[config.mk]
export PLATFORM = sky130hd
export DESIGN_NAME = pc_gen
export DESIGN_NICKNAME = d
export VERILOG_FILES = /design/src/rtl/pc_gen.sv
export SDC_FILE = /design/constraint.sdc
export NUM_CORES = 1
export LEC_CHECK = 0
export CAP_MARGIN = 0
export CORE_MARGIN = 4
export CORE_UTILIZATION = 46
export CTS_CLUSTER_SIZE = 16
export DETAILED_ROUTE_END_ITERATION = 7
export PLACE_DENSITY = 0.77
export RECOVER_POWER = 100
export SLEW_MARGIN = 20
export SYNTH_ARGS = -nofsm -noshare
export SYNTH_HDL_FRONTEND = slang
export SYNTH_SLANG_ARGS = --single-unit
[constraint.sdc]
create_clock -name clk_i -period 3.8 [get_ports clk_i]
set_input_delay 0.76 -clock clk_i [delete_from_list [all_inputs] [get_ports clk_i]]
set_output_delay 0.76 -clock clk_i [all_outputs]
set_load 0.05 [all_outputs]
[src/rtl/pc_gen.sv]
`timescale 1ns/1ps
// -----------------------------------------------------------------------------
// pc_gen: fetch program-counter generator for the toy RISC-V core.
//
// Holds the architectural fetch PC and picks the next one each cycle from
// (highest first) trap, execute redirect, return-address-stack prediction
// or the sequential step. The PC goes to instruction memory through a
// valid/ready handshake.
//
// Ports
//   clk_i, rst_ni              clock, asynchronous active-low reset
//   fetch_valid_o/fetch_ready_i
//                              fetch handshake, pc_o is the request
//   pc_o                       registered fetch PC
//   stall_i                    blocks issue only, never redirects
//   take_branch_i, is_jalr_i,
//   branch_target_i, alu_result_i
//                              execute-stage redirect
//   trap_i, trap_vector_i      trap redirect
//   inst_len2_i                fired instruction is 16-bit
//   pred_ret_i                 fired instruction predecoded as return
//   ras_push_i, ras_push_addr_i
//                              push a resolved return address
//   halt_i, resume_i           enter / leave HALT
//   misaligned_o, bad_addr_o   one-cycle report of a rejected redirect target
// -----------------------------------------------------------------------------
module pc_gen #(
    parameter int unsigned        width_p         = 32,
    parameter logic [width_p-1:0] reset_vector_p  = '0,
    parameter int unsigned        ras_depth_p     = 4,
    parameter bit                 compressed_en_p = 1'b0
) (
    input  logic               clk_i,
    input  logic               rst_ni,
    output logic               fetch_valid_o,
    input  logic               fetch_ready_i,
    output logic [width_p-1:0] pc_o,
    input  logic               stall_i,
    input  logic               take_branch_i,
    input  logic               is_jalr_i,
    input  logic [width_p-1:0] branch_target_i,
    input  logic [width_p-1:0] alu_result_i,
    input  logic               trap_i,
    input  logic [width_p-1:0] trap_vector_i,
    input  logic               inst_len2_i,
    input  logic               pred_ret_i,
    input  logic               ras_push_i,
    input  logic [width_p-1:0] ras_push_addr_i,
    input  logic               halt_i,
    input  logic               resume_i,
    output logic               misaligned_o,
    output logic [width_p-1:0] bad_addr_o
);

    localparam int unsigned ptr_w = $clog2(ras_depth_p);
    localparam int unsigned cnt_w = ptr_w + 1;

    typedef enum logic [1:0] {
        BOOT = 2'd0,
        RUN  = 2'd1,
        HALT = 2'd2
    } state_t;

    state_t state_q, state_d;

    logic [width_p-1:0] pc_d;
    logic [width_p-1:0] target;
    logic [width_p-1:0] step_size;
    logic               target_bad;
    logic               fire;
    logic               trap_act;
    logic               br_act;
    logic               pop;
    logic               push;

    logic [width_p-1:0] ras_q [ras_depth_p];
    logic [ptr_w-1:0]   ras_ptr_q;    // next free slot; top is ras_ptr_q - 1
    logic [cnt_w-1:0]   ras_cnt_q;
    logic [width_p-1:0] ras_top;

    assign fetch_valid_o = (state_q == RUN) & ~stall_i;
    assign fire          = fetch_valid_o & fetch_ready_i;

    // JALR clears bit 0 of the sum; bit 1 is only legal with 16-bit steps.
    assign target     = is_jalr_i ? (alu_result_i & {{(width_p-1){1'b1}}, 1'b0})
                                  : branch_target_i;
    assign target_bad = target[0] | (!compressed_en_p && target[1]);

    // Trap is honoured in RUN and HALT; redirects only in RUN.
    assign trap_act = trap_i & ((state_q == RUN) | (state_q == HALT));
    assign br_act   = take_branch_i & ~trap_i & (state_q == RUN);

    assign ras_top  = ras_q[ras_ptr_q - ptr_w'(1)];
    assign pop      = fire & ~trap_i & ~take_branch_i & pred_ret_i & (ras_cnt_q != '0);
    assign push     = ras_push_i & ~trap_act;

    assign step_size = (compressed_en_p && inst_len2_i) ? width_p'(2) : width_p'(4);

    // ---------------- FSM ----------------
    always_ff @(posedge clk_i or negedge rst_ni) begin
        if (!rst_ni) begin
            state_q <= BOOT;
        end else begin
            state_q <= state_d;
        end
    end

    always_comb begin
        state_d = state_q;
        case (state_q)
            BOOT:    state_d = RUN;
            RUN:     if (halt_i && !trap_i && !take_branch_i) state_d = HALT;
            HALT:    if (resume_i || trap_i) state_d = RUN;
            default: state_d = BOOT;
        endcase
    end

    // ---------------- next-PC selection ----------------
    always_comb begin
        pc_d = pc_o;
        if (trap_act) begin
            pc_d = trap_vector_i;
        end else if (br_act) begin
            // A rejected target leaves the PC where it is.
            if (!target_bad) pc_d = target;
        end else if (pop) begin
            pc_d = ras_top;
        end else if (fire) begin
            pc_d = pc_o + step_size;
        end
    end

    always_ff @(posedge clk_i or negedge rst_ni) begin
        if (!rst_ni) begin
            pc_o         <= reset_vector_p;
            misaligned_o <= 1'b0;
            bad_addr_o   <= '0;
        end else begin
            pc_o         <= pc_d;
            misaligned_o <= br_act & target_bad;
            if (br_act && target_bad) bad_addr_o <= target;
        end
    end

    // ---------------- return-address stack ----------------
    // Entries carry no reset; an empty stack is defined purely by the count.
    always_ff @(posedge clk_i) begin
        if (push) begin
            // Push with pop replaces the top in place.
            if (pop) ras_q[ras_ptr_q - ptr_w'(1)] <= ras_push_addr_i;
            else     ras_q[ras_ptr_q]              <= ras_push_addr_i;
        end
    end

    always_ff @(posedge clk_i or negedge rst_ni) begin
        if (!rst_ni) begin
            ras_ptr_q <= '0;
            ras_cnt_q <= '0;
        end else if (trap_act) begin
            ras_cnt_q <= '0;
        end else if (push && !pop) begin
            // Full stack: the pointer wraps over the oldest entry, count saturates.
            ras_ptr_q <= ras_ptr_q + ptr_w'(1);
            if (ras_cnt_q != cnt_w'(ras_depth_p)) ras_cnt_q <= ras_cnt_q + cnt_w'(1);
        end else if (pop && !push) begin
            ras_ptr_q <= ras_ptr_q - ptr_w'(1);
            ras_cnt_q <= ras_cnt_q - cnt_w'(1);
        end
    end

endmodule

==> results of run 1 <==
## sequential cells by signal, indices dropped and copies added, names as in the netlist
name / cells
ras_ptr_q: 2
pc_o: 32
ras_q: 128
bad_addr_o: 32
misaligned_o: 1
state_q: 2
ras_cnt_q: 3
## cells in the final DEF, fill, tap and decap left out, drive strengths merged, types with 7 or more instances in the layout
master	netlist	routed
nand2	50	50
buf	20	15
clkbuf	25	28
nand4	13	13
inv	10	16
ha	12	12
edfxtp	128	128
o22ai	16	16
o21ai	57	57
mux2i	29	29
nor3	14	14
clkdlybuf4s50	0	102
dlygate4sd3	0	99
nor2	73	73
dfrtp	72	72
a21oi	59	59
nor4	7	7
nand3	14	14
xnor2	17	17
mux4	32	32
## worst reg2reg max path: cells and delay by family, from the launching register on
| kind | cells | cell delay, ps |
|---|---|---|
| adders and majority gates | 1 | 250 |
| and+or+nand+nor | 3 | 880 |
| DFF | 1 | 390 |
| buffers and inverters | 3 | 930 |
| AOI/OAI and AO/OA | 2 | 590 |
## area by class of cell
class / instances / area [sq um]
fillers: 1570 / 7480
flip-flops and latches: 200 / 5650
multi-input cells: 474 / 3410
repair buffers: 224 / 2170
clock buffers: 20 / 437
well taps: 265 / 332
clock inverters: 12 / 138
inverters: 10 / 37.5
diodes: 1 / 2.50
## power breakdown
group	leakage, nW	total (W)	switching [W]	internal (W)
registers	2.02	0.00375	0.000579	0.00317
logic	2.12	0.00463	0.00296	0.00167
clock network	0.279	0.00180	0.000817	0.000983
## cell families after synthesis
kind of cell / Yosys count / share of synthesized area
buffers and inverters: 55 / 0.0253
AO/OA/AOI/OAI: 179 / 0.115
XOR/XNOR: 21 / 0.0198
flip-flops: 200 / 0.608
multiplexers: 67 / 0.116
AND/OR/NAND/NOR: 195 / 0.100
adder cells (fa/ha/maj): 12 / 0.0162
## through the flow
stage	setup slack, ps	hold WS [ps]	area (sq um)
4_1_cts	791	478	12200
5_1_grt	351	505	12200
3_3_place_gp	399	463	11600
3_5_place_dp	358	462	11600
6_report	563	469	12200
2_1_floorplan	245	464	9300
## routing by layer
metal / vias up / share of wire
met4: 4 / 0.033
li1: 3184 / -
met2: 406 / 0.47
met5: - / 0.00052
met1: 3465 / 0.40
met3: 73 / 0.10
## path summary, 6_finish.rpt
kind                                   startpoint  cells past startpoint                   endpoint
setup / recovery                           trap_i                      8       pc_o[25]$_DFFE_PN0P_
hold / removal                pc_o[0]$_DFFE_PN0P_                      2        pc_o[0]$_DFFE_PN0P_
setup reg to reg           state_q[1]$_DFFE_PN0P_                      9       pc_o[25]$_DFFE_PN0P_
hold reg to reg               pc_o[0]$_DFFE_PN0P_                      2        pc_o[0]$_DFFE_PN0P_
max in group asynchronous                  rst_ni                      1   ras_ptr_q[0]$_DFFE_PN0P_
min in group asynchronous                  rst_ni                      1  bad_addr_o[8]$_DFFE_PN0P_
==> results.toml, run 1 <==
[worst_setup_path]
r2r_setup_slack_ps = 670
worst_path_required_time_ps = 4140
critPathBufInv = 3
end_kind = "register"
crit_slowest_cell = "clkbuf_1"
cp_max_fo = 25
worst_setup_path_start_kind = "input port"
worst_path_largest_cell_delay_ps = 740
critical-path-top-delay-family = "buffers and inverters"
cp.arrival_ps = 3570
crit_type = "input port to register"
cp_cell_sequence = "dlygate4sd3_1 > nor2_1 > and3_1 > inv_1 > clkbuf_1 > nand2_1 > o31a_1 > o31ai_1"

[drt]
routed_via_density = 5.91
count_of_vias_placed_by_the_detailed_router = 7132
detailedRoute.firstPassIterationCount = 5
ant_nets = 0
drt-wirelength-per-cell_microns = 22.2
final_routed_drc_violation_total = 0
drt-total-wl_microns = 26800
initialDrtViolationCount = 746

[yosys]
synth_async_sr_flop_share = 0.360
yosys.area.top_type_share = 0.414
number_of_flops_mapped_to_enable_cells_by_yosys = 128
netlist_top_cells_area = "edfxtp_1, dfrtp_1, mux4_2, a21oi_1, mux2i_1"
yosys_register_bits = 200
syn-cell-area_sq_mm = 0.00929
synth.largest_area_cell = "edfxtp_1"
post_synth_inst_count = 729
synth_flop_cell = "edfxtp_1"
synth_area_per_cell_sq_um = 12.7
synth_unique_cells = 61
sequential_cell_area_fraction_in_the_yosys_report = 0.608
syn_nets = 881
synth-warning-count = 0
post-synth-top-count-cell = "edfxtp_1"
synth.top_cells.by_count = "edfxtp_1, nor2_1, dfrtp_1, a21oi_1, o21ai_0"

[clock_network]
clockRootBuffer = "clkbuf_16"
cts_hold_buffers = 0
clock_tree_from_tritoncts = "built"
level_count_of_the_clock_h_tree = 4
cts_inserted_buffers = 17
ctsLongestPathBuffers = 2
postCtsSetupRepairBufs = 0
cts.clk_slew.worst_paths_ps = 70
clock_insertion_delay_worst_skew_ps = 430
cts_repair_resize_count = 0
cts_num_sinks = 200

[timing]
max_freq_mhz = 309
rsz_0062_raised_after_global_routing = "false"
fin_max_slew_vios = 73
final_hold_viol_count = 0
timing.final.crit_period_ps = 3240
relSlewSlack = -0.264
fin_crit_sh = 0.852
finalSetupTns_ps = 0
slew_of_the_pin_with_the_lowest_slew_margin_ps = 1900
fin_worst_skew_ps = 9.23
setup_violations = 0

[die]
start_util = 0.473
die_w_microns = 150
placement_rows = 51
die_h_microns = 150
floorplan.die_area_sq_mm = 0.0225
io_pins = 206
placeable_core_region_sq_mm = 0.0197

[place]
number_of_placed_cells_counting_well_taps = 1173
io_buffer_count = 203
gpl.final_weighted_congestion = 0.933
dp_hpwl_microns = 19600

[global_routing]
grt_util_met3 = 0.0620
gr-usage-met2 = 0.383
grt-busiest-layer = "met2"
grt_first_pass_wirelength_microns = 40400
grt.met1_usage = 0.313
antenna_violations_before_repair = 5
maximum_number_of_pins_on_one_net_before_global_route_repair = 73
groute.usage.overall = 0.237
globalRoute.totalOverflow = 0
grt_pass1_vias = 6951

[status]
violations_in_the_final_reports = "max-capacitance violations, max-slew violations"
outcome = "finished with violations"

[finish]
instances_no_fill = 1206
finish.utilization = 0.619
number_of_nets_in_the_layout = 1079
drive_above_1_share = 0.0979
synth_to_layout_area_growth_pct = 31.0

[pwr]
total_leakage_power_nw = 4.41
fin_total_pwr_w = 0.0102
vdd_ir_drop_max_uv = 424
power-per-cell-area_mw_per_mm2 = 837

[min_path]
worstHoldPathType = "register to register"

[job]
max_cap_viol_count = 1
Note: power is estimated with default switching activity, not from simulation.
==> inputs of run 2 (changes only) <==
--- a/config.mk
+++ b/config.mk
@@ -5,7 +5,8 @@
 export SDC_FILE = /design/constraint.sdc
 export NUM_CORES = 1
 export LEC_CHECK = 0
-export CAP_MARGIN = 0
+export CAP_MARGIN = 20
+export CORE_ASPECT_RATIO = 0.7
 export CORE_MARGIN = 4
 export CORE_UTILIZATION = 46
 export CTS_CLUSTER_SIZE = 16
==> run 2 against run 1 <==
Compared with the run above:
- the flow still finishes with violations (max-capacitance violations, max-slew violations)
- sequential cell count is the same
- utilization shrank 0.61 points
- via count shrank 2.0%
- largest power group unchanged
- routed wire length shrank 2.5%
- largest cell class unchanged
- clock skew shrank 1.3 ps
==> results.toml, run 2 (synthesis results as in run 1) <==
[status]
outcome = "finished with violations"
violations_in_the_final_reports = "max-capacitance violations, max-slew violations"

[place]
dp_hpwl_microns = 18900
io_buffer_count = 203
gpl.final_weighted_congestion = 0.894

[finish]
max_flop_register = "ras_q"
layout_common_cells = "edfxtp_1, clkdlybuf4s50_1, dlygate4sd3_1"
layout.cells.most_common = "edfxtp_1"
synth_to_layout_area_growth_pct = 30.7
biggestRegsByFlops = "ras_q: 128 flops, bad_addr_o: 32 flops, pc_o: 32 flops"
number_of_nets_in_the_layout = 1079
drive_above_1_share = 0.0980
largest_reg_flops = 128

[drt]
routed_via_density = 5.77
detailedRoute.firstPassIterationCount = 5
drt-total-wl_microns = 26100
initialDrtViolationCount = 742
ant_nets = 0
final_routed_drc_violation_total = 0
drt-wirelength-per-cell_microns = 21.5
count_of_vias_placed_by_the_detailed_router = 6991

[worst_setup_path]
crit_type = "input port to register"
worst_setup_path_start_kind = "input port"
r2r_setup_slack_ps = 570
cp_max_fo = 32
worst_path_required_time_ps = 3870
reg2reg_to = "ras_q[1][5]$_DFFE_PP_"
rr_startpoint = "state_q[1]$_DFFE_PN0P_"
end_kind = "register"
crit_start = "trap_i"
cp.arrival_ps = 3420
worst-r2r-cell-count = 12

[timing]
setup_violations = 0
fin_crit_sh = 0.883
timing.final.crit_period_ps = 3350
slew_of_the_pin_with_the_lowest_slew_margin_ps = 1870
final_layout_worst_hold_slack_ps = 462
rsz_0062_raised_after_global_routing = "false"
max_freq_mhz = 298
fin_worst_skew_ps = 7.91
relSlewSlack = -0.250
finalSetupTns_ps = 0
fin_max_slew_vios = 73
final_hold_viol_count = 0

[min_path]
min_path_cells = 2
whs_endpoint = "pc_o[1]$_DFFE_PN0P_"
worstHoldPathType = "register to register"
timing.hold.worst.start = "pc_o[1]$_DFFE_PN0P_"

[die]
placeable_core_region_sq_mm = 0.0198
io_pins = 206
placement_rows = 43
die_h_microns = 127
start_util = 0.469
floorplan.die_area_sq_mm = 0.0226
die_w_microns = 178

[job]
max_cap_viol_count = 1

[global_routing]
grt_pass1_vias = 6584
grt_first_pass_wirelength_microns = 39000
maximum_number_of_pins_on_one_net_before_global_route_repair = 73
globalRoute.totalOverflow = 0
antenna_violations_before_repair = 2
groute.usage.overall = 0.228

[clock_network]
clockRootBuffer = "clkbuf_16"
cts_num_sinks = 200
level_count_of_the_clock_h_tree = 4
ctsLongestPathBuffers = 2
postCtsSetupRepairBufs = 0
clock_insertion_delay_worst_skew_ps = 430
cts_repair_resize_count = 0
clock_tree_from_tritoncts = "built"
cts_hold_buffers = 0
cts.clk_slew.worst_paths_ps = 70
cts_inserted_buffers = 17

[pwr]
total_leakage_power_nw = 4.39
vdd_ir_drop_max_uv = 375
power-per-cell-area_mw_per_mm2 = 831
-- run 2: changes by cell type in the layout (fill, tap and decap cells not counted), sizes merged --
| cell | delta |
|---|---|
| bufinv | -1 |
| diode | +1 |
| buf | -3 |
| clkinvlp | +1 |
| inv | -1 |
| clkinv | +3 |
-- run 2: how the worst max path moves through the flow --
stage                                        end
after floorplan            ras_q[0][0]$_DFFE_PP_
after global placement     ras_q[3][3]$_DFFE_PP_
after detailed placement   ras_q[3][3]$_DFFE_PP_
after CTS                 ras_q[0][23]$_DFFE_PP_
after global routing      ras_q[1][30]$_DFFE_PP_
final                      ras_q[1][5]$_DFFE_PP_
-- run 2: per-stage QoR --
stage | utilization | setup slack (ps) | instance area (sq um) | instances | total power [W]
after floorplan | - | 245 | 9300 | 729 | 0.00682
after detailed placement | 0.588 | 367 | 11600 | 1178 | 0.00859
final | 0.613 | 446 | 12100 | 1211 | 0.0101
after CTS | 0.616 | 786 | 12200 | 1209 | 0.0103
after global routing | 0.613 | 300 | 12100 | 1209 | 0.0106
after global placement | 0.588 | 470 | 11600 | 1178 | 0.00848
-- run 2: final cells by class --
| cell class | count | area (sq um) |
|---|---|---|
| diodes | 2 | 5.00 |
| clock buffers | 17 | 425 |
| clock inverters | 14 | 121 |
| fillers | 1582 | 7660 |
| inverters | 10 | 37.5 |
| multi-input cells | 474 | 3420 |
| flip-flops and latches | 200 | 5650 |
| well taps | 270 | 338 |
| repair buffers | 224 | 2150 |
-- run 2: metal layers --
metal	vias to the layer above	GRT usage	part of all wire
li1	3178	-	-
met1	3409	0.326	0.43
met2	379	0.346	0.45
met3	23	0.0679	0.11
met4	2	0.0509	0.011
met5	-	0	0.00050
-- run 2: where the power goes --
part	total, W	internal, W	switching, W	leakage (nW)
Clock	0.00172	0.000906	0.000812	0.266
Combinational	0.00465	0.00166	0.00299	2.11
Sequential	0.00373	0.00317	0.000555	2.02
Total	0.0101	0.00573	0.00436	4.39
-- run 2: critical path: stages --
cell and delay [ps]:
dlygate4sd3_1 610, nor2_1 240, and3_1 300, inv_1 80
ha_1 300, inv_1 130, nand3_1 100, nand2_1 80
o21ai_0 180, nor2_2 150, clkbuf_4 470
